### config.mk
export PLATFORM = sky130hd
export DESIGN_NAME = switch_debounce_3ch
export DESIGN_NICKNAME = d
export VERILOG_FILES = /design/src/rtl/switch_debounce_3ch_pkg.sv /design/src/rtl/switch_debounce_3ch_debounce_channel.sv /design/src/rtl/switch_debounce_3ch.sv
export SDC_FILE = /design/constraint.sdc
export NUM_CORES = 1
export LEC_CHECK = 0
export CORE_ASPECT_RATIO = 0.6
export CORE_UTILIZATION = 25
export DETAILED_ROUTE_END_ITERATION = 16
export PLACE_DENSITY = 0.42
export SLEW_MARGIN = 0
export SYNTH_ARGS = -nofsm -noshare
export SYNTH_HDL_FRONTEND = slang
export SYNTH_SLANG_ARGS = --single-unit
### constraint.sdc
create_clock -name clk -period 2.63 [get_ports clk]
set_clock_uncertainty 0.15 [all_clocks]
set_input_delay 0.263 -clock clk [delete_from_list [all_inputs] [get_ports clk]]
set_output_delay 0.263 -clock clk [all_outputs]
set_load 0.01 [all_outputs]
### src/rtl/switch_debounce_3ch_pkg.sv
// Shared constants for the three-channel switch debouncer.
// Channel indices fix the bit order of the rise/fall vectors.
package switch_debounce_3ch_pkg;

    localparam int NUM_CH             = 3;
    localparam int DB_CNT_MAX_DEFAULT = 1_000_000;
    localparam int DB_CNT_MAX_SIM     = 8;

    localparam int CH_A = 0;
    localparam int CH_B = 1;
    localparam int CH_C = 2;

endpackage

### src/rtl/switch_debounce_3ch_debounce_channel.sv
// One debounced input: 2-flop synchroniser, stability counter, registered level and edge pulses.
// The level only moves after the synchronised input has disagreed with it for DB_CNT_MAX edges.
module debounce_channel
    import switch_debounce_3ch_pkg::*;
#(
    parameter int DB_CNT_MAX = DB_CNT_MAX_DEFAULT
) (
    input  logic clk,
    input  logic rst_n,
    input  logic key,
    output logic lvl,
    output logic rise,
    output logic fall,
    output logic flip
);

    localparam int                 CNT_W    = $clog2(DB_CNT_MAX);
    localparam logic [CNT_W-1:0]   CNT_LAST = CNT_W'(DB_CNT_MAX - 1);

    logic             meta;
    logic             s;
    logic [CNT_W-1:0] cnt;

    // Exposed so the top can register any_change in the same cycle as rise/fall.
    assign flip = (s != lvl) && (cnt == CNT_LAST);

    always_ff @(posedge clk or negedge rst_n) begin
        if (!rst_n) begin
            meta <= 1'b0;
            s    <= 1'b0;
            cnt  <= '0;
            lvl  <= 1'b0;
            rise <= 1'b0;
            fall <= 1'b0;
        end else begin
            meta <= key;
            s    <= meta;
            rise <= 1'b0;
            fall <= 1'b0;
            if (s == lvl) begin
                cnt <= '0;
            end else if (flip) begin
                lvl  <= s;
                cnt  <= '0;
                rise <= s;
                fall <= ~s;
            end else begin
                cnt <= cnt + 1'b1;
            end
        end
    end

endmodule

### src/rtl/switch_debounce_3ch.sv
// Three independent debounced switch inputs with per-channel edge pulses.
// any_change is registered from the channels' flip conditions so it lines up with rise/fall.
module switch_debounce_3ch
    import switch_debounce_3ch_pkg::*;
#(
    parameter int DB_CNT_MAX = DB_CNT_MAX_DEFAULT
) (
    input  logic              clk,
    input  logic              rst_n,
    input  logic              key_a,
    input  logic              key_b,
    input  logic              key_c,
    output logic              da,
    output logic              db,
    output logic              dc,
    output logic [NUM_CH-1:0] rise,
    output logic [NUM_CH-1:0] fall,
    output logic              any_change
);

    logic [NUM_CH-1:0] keys;
    logic [NUM_CH-1:0] lvl;
    logic [NUM_CH-1:0] flip;

    assign keys[CH_A] = key_a;
    assign keys[CH_B] = key_b;
    assign keys[CH_C] = key_c;

    for (genvar i = 0; i < NUM_CH; i++) begin : g_ch
        debounce_channel #(
            .DB_CNT_MAX(DB_CNT_MAX)
        ) u_ch (
            .clk  (clk),
            .rst_n(rst_n),
            .key  (keys[i]),
            .lvl  (lvl[i]),
            .rise (rise[i]),
            .fall (fall[i]),
            .flip (flip[i])
        );
    end

    assign da = lvl[CH_A];
    assign db = lvl[CH_B];
    assign dc = lvl[CH_C];

    always_ff @(posedge clk or negedge rst_n) begin
        if (!rst_n) begin
            any_change <= 1'b0;
        end else begin
            any_change <= |flip;
        end
    end

endmodule

== After elaboration in Yosys (flattened, before gate mapping) ==
Cells that the tools add are included.

* Register bits after elaboration: 76
* Input bits: 5
* Logic and storage cells: 62

* Add/subtract/negate cells: 3
* Equality and inequality tests: 9
* Mux-type cells: 18
* Bitwise gates (word level): 6
* Reduce and logical (&&, ||, !) cells: 7

{| class="wikitable"
|+ Operator list
! kind !! count
|-
| 20-bit two-way mux || 6
|-
| 20-bit by 1-bit adder with 20-bit output (second input constant) || 3
|-
| 20-bit == test (second input constant) || 3
|-
| 1-bit two-way mux || 12
|-
| 1-bit inverter || 6
|-
| 2-bit AND reduction || 3
|-
| 1-bit == test || 3
|-
| 1-bit logical AND || 3
|-
| 1-bit != test || 3
|-
| 3-bit OR reduction || 1
|}

== Longest topological paths before layout ==
* Word-level depth: 4
* Gate-level depth with buffers: 7
* Mapped depth without buffers: 5

== By module ==
Synthesis repeated with hierarchy kept, for this count alone.

* Cells, all modules: 344
* Area total of the unflattened synthesis: 3,574.7 um^2

{| class="wikitable"
|+ By module, submodules not included
! module !! times used !! cells each !! area each (um^2) !! sequential area each (um^2)
|-
| debounce_channel || 3 || 114 || 1,181.1 || 625.6
|-
| switch_debounce_3ch || 1 || 2 || 31.3 || 25.0
|}

== Worst setup path before layout ==
OpenSTA, ideal clock, no wires.

* Kind: register to register
* From: reg g_ch[0].u_ch.cnt[7]
* To: reg g_ch[0].u_ch.cnt[10]
* Arrival: 1,865 ps
* Setup slack: 494 ps
* Cell stages (with the launch flop): 6
* Path buffers: 1
* Path through: dfrtp_1 > or3b_2 > or4_1 > o21ai_2 > buf_2 > nor2_1

* Longest elaborated chain between the ends: 4

{| class="wikitable"
|+ RTL lines
! item !! line !! RTL
|-
| start: declaration || switch_debounce_3ch_debounce_channel.sv:22 || <nowiki>logic [CNT_W-1:0] cnt;</nowiki>
|-
| start signal: assignment || switch_debounce_3ch_debounce_channel.sv:48 || <nowiki>cnt <= cnt + 1'b1;</nowiki>
|-
| parallel branches: the longest is 2 deep, another holds 20-bit by 1-bit adder with 20-bit output || n/a ||
|-
| 20-bit two-way mux * || switch_debounce_3ch_debounce_channel.sv:42 || <nowiki>end else if (flip) begin</nowiki>
|-
| 20-bit two-way mux * || switch_debounce_3ch_debounce_channel.sv:40 || <nowiki>if (s == lvl) begin</nowiki>
|}

Mark *: on every way between the ends.
A chain may end at the register's enable or synchronous reset.

== Worst setup path in the final report ==
* From: reg g_ch[0].u_ch.cnt[10]
* To: reg g_ch[0].u_ch.cnt[19]

The elaborated chain is that of the path after synthesis.

==> flow_metrics.tcl <==
set metrics [dict create \
    pin_count 15 \
    clkLatencyLatePin_ns 0.33 \
    syn_nets 358 \
    finalCriticalPeriod_ns 2.211 \
    place.port_buffers 14 \
    post_synth_main_area_contributors "sky130_fd_sc_hd__dfrtp_1, sky130_fd_sc_hd__xnor2_1, sky130_fd_sc_hd__nor2_1" \
    max_fo_critical_path 8 \
    outcome "completed" \
    first_pass_iters 4 \
    finalSetupTns_ns 0 \
    hold_violations 0 \
    tightest_slew_ns 0.4797 \
    post_drt_via_cell_ratio 4.573 \
    rsz0062_at_grt "no" \
    crit_top_cell "sky130_fd_sc_hd__or4_1" \
    ys.warnings.count 0 \
    post-synth-top-area-fraction_pct 52.78 \
    die-height_um 95.00 \
    wirelength_um 7499 \
    cts_setup_buffers 0 \
    worstPathCellList "nand4_1 -> or4_1 -> or4_1 -> a21oi_1" \
    timing.hold.worst.class "reg2reg" \
    grtUsageTotal_pct 11.34 \
    resized_cells_post_cts 0 \
    synth_cell_type_count 43 \
    post_layout_nonfiller_instances 567 \
    period_share_pct 84.08 \
    std_cell_rows 33 \
    max-slew-margin-rel_pct 68.02 \
    power_per_cell_area_mw_per_mm2 572.1 \
    gr-total-overflow 0 \
    cts_tree "done" \
    clock_tree.buffer_depth 2 \
    first_pass_grt_wire_length_um 12700 \
    async_reset_ff_share_pct 100.0 \
    wl_per_cell_um 13.23 \
    synth.ff_latch_count 76 \
    first_iter_violations 125 \
    hpwlAfterDp_um 5234 \
    crit_type "reg2reg" \
    dieWidth_um 157.0 \
    h_tree_levels 3 \
    postRouteAntennaNets 0 \
    crit_family "simple AND/OR/NAND/NOR gates" \
    synthCells 350 \
    hold_path.startpoint "g_ch[1].u_ch.meta$_DFF_PN0_" \
    initial_core_utilization_pct 25.97 \
    drc_errors 0 \
    numPlacedInstances 550 \
    total_leakage_power_nw 1.675 \
    multi_input_area_mm2 0.001573 \
    crit_arrival_ns 2.31 \
    core_region_area_mm2 0.01387 \
    maximum_number_of_pins_on_one_net_before_global_route_repair 43 \
    vdd_drop_max_uv 251.3 \
    timing.rr.start "g_ch[0].u_ch.cnt[10]$_DFF_PN0_" \
    start_kind "flip-flop" \
    drive_above_1_share_pct 11.20 \
    grt_antenna_before_repair 0 \
    critical_path.endpoint_type "flip-flop" \
    sequential_cell_area_mm2 0.001902 \
    critical_path.max_stage_delay_ns 0.65 \
    critPathRequiredTime_ns 2.73 \
    count_of_endpoints_failing_setup_in_the_final_report 0 \
    clk_pin_slew_ns 0.06 \
    cp_num_buf_inv 0 \
    area.growth.synth_to_final_pct 18.82 \
    antenna_cells 0 \
    finalMaxSlewViolations 0 \
    ys_dominant_reg_cell "sky130_fd_sc_hd__dfrtp_1" \
    yosys-top-cells-count "sky130_fd_sc_hd__dfrtp_1, sky130_fd_sc_hd__nor2_1, sky130_fd_sc_hd__nand3_1, sky130_fd_sc_hd__xnor2_1, sky130_fd_sc_hd__nand2_1" \
    first_global_vias 2434 \
    netlist_area_mm2 0.003603 \
    clock_sinks 76 \
    post-synth-top-area-cell "sky130_fd_sc_hd__dfrtp_1" \
    number_of_fill_cells_in_the_layout 1456 \
    yosysSeqAreaShare_pct 52.78 \
    synth.most_common_cell "sky130_fd_sc_hd__dfrtp_1" \
    max-cap-violations 0 \
    timing.fmax_mhz 452.2 \
    startpoint "g_ch[0].u_ch.cnt[10]$_DFF_PN0_" \
    synth-edff-count 0 \
    cts-root-buf "sky130_fd_sc_hd__clkbuf_16" \
    syn-mean-instance-area_um2 10.30 \
    gp_routability_congestion 0.7655 \
    total_cts_buffers 9 \
    critPathSlowestCell "sky130_fd_sc_hd__or4_1" \
    die-area_mm2 0.01491 \
    nNetsFinal 378 \
    num_vias 2593 \
]
## cell families (layout without fill, tap and decap cells)
group,after synthesis,after routing,share of synthesized area (%)
muxes,4,4,1.215
and+or+nand+nor,163,163,25.28
buffers and inverters,26,51,3.577
adders and majority gates,3,3,1.042
AOI/OAI and AO/OA,39,39,6.632
DFF,76,76,52.78
xor gates and xnor gates,39,39,9.479
## per-stage QoR
step / setup slack [ns] / power [mW] / area [um^2] / hold WS, ns / utilization, %
detailed placement: 0.4075 / 1.308 / 3990 / 0.1098 / 28.76
finish: 0.4186 / 2.449 / 4282 / 0.2010 / 30.86
global route: 0.2855 / 2.555 / 4282 / 0.2098 / 30.86
floorplan: 0.4940 / 1.252 / 3603 / -0.1826 / -
CTS: 0.3979 / 2.498 / 4282 / 0.1999 / 30.86
global placement: 0.4316 / 1.308 / 3990 / 0.1097 / 28.76
## flip-flops by register name (all words and copies together), names as in the netlist
register and flops:
g_ch.u_ch.cnt 60, g_ch.u_ch.fall 3, g_ch.u_ch.lvl 3, g_ch.u_ch.meta 3, g_ch.u_ch.rise 3, g_ch.u_ch.s 3, any_change 1
## placed cells by master (no fill, tap or decap), types with 8 or more instances in the layout
| cell | instances |
|---|---|
| sky130_fd_sc_hd__a21oi_1 | 16 |
| sky130_fd_sc_hd__inv_1 | 10 |
| sky130_fd_sc_hd__xor2_1 | 17 |
| sky130_fd_sc_hd__nand2_1 | 20 |
| sky130_fd_sc_hd__o31ai_1 | 9 |
| sky130_fd_sc_hd__or4_1 | 13 |
| sky130_fd_sc_hd__nor4_1 | 8 |
| sky130_fd_sc_hd__clkdlybuf4s50_1 | 13 |
| sky130_fd_sc_hd__clkbuf_16 | 9 |
| sky130_fd_sc_hd__buf_4 | 9 |
| sky130_fd_sc_hd__dfrtp_1 | 76 |
| sky130_fd_sc_hd__nor2_1 | 41 |
| sky130_fd_sc_hd__xnor2_1 | 22 |
| sky130_fd_sc_hd__nand4_1 | 11 |
| sky130_fd_sc_hd__nand3_1 | 22 |
| sky130_fd_sc_hd__o21ai_0 | 9 |
## what timing repair did
item	CTS	global route
endpoints found under the setup margin	0	0
endpoints found under the hold margin	34	0
hold buffers	1	0
## worst paths after layout
check | slack, ns | cells past startpoint | to
max in group asynchronous | 1.45 | 3 | g_ch[1].u_ch.cnt[12]$_DFF_PN0_
min in group asynchronous | 0.29 | 2 | g_ch[0].u_ch.cnt[19]$_DFF_PN0_
hold / removal | 0.20 | 0 | g_ch[1].u_ch.s$_DFF_PN0_
setup reg to reg | 0.42 | 4 | g_ch[0].u_ch.cnt[19]$_DFF_PN0_
hold reg to reg | 0.20 | 0 | g_ch[1].u_ch.s$_DFF_PN0_
setup / recovery | 0.42 | 4 | g_ch[0].u_ch.cnt[19]$_DFF_PN0_
## cell type report
| cell class | instances | share of cell area [%] |
|---|---|---|
| flip-flops and latches | 76 | 44.42 |
| multi-input cells | 248 | 36.73 |
| clock buffers | 13 | 6.078 |
| repair buffers | 25 | 5.786 |
| well taps | 192 | 5.611 |
| inverters | 10 | 0.8767 |
| clock inverters | 3 | 0.4968 |
## where the power goes
part	internal [mW]	switching [mW]	leakage, nW
combinational	0.0311	0.0542	0.498
sequential	1.19	0.0153	1.04
clock	0.691	0.472	0.136
total	1.91	0.542	1.67
## per-layer routing
metal / track usage (%) / routed length (um) / up-vias
met4: 3.922 / 101 / 0
met1: 17.60 / 4381 / 1260
met2: 14.07 / 2704 / 35
met3: 3.580 / 311 / 10
met5: 0 / 0 / -
li1: - / - / 1288
No activity file was read; power rests on OpenSTA's default activity.
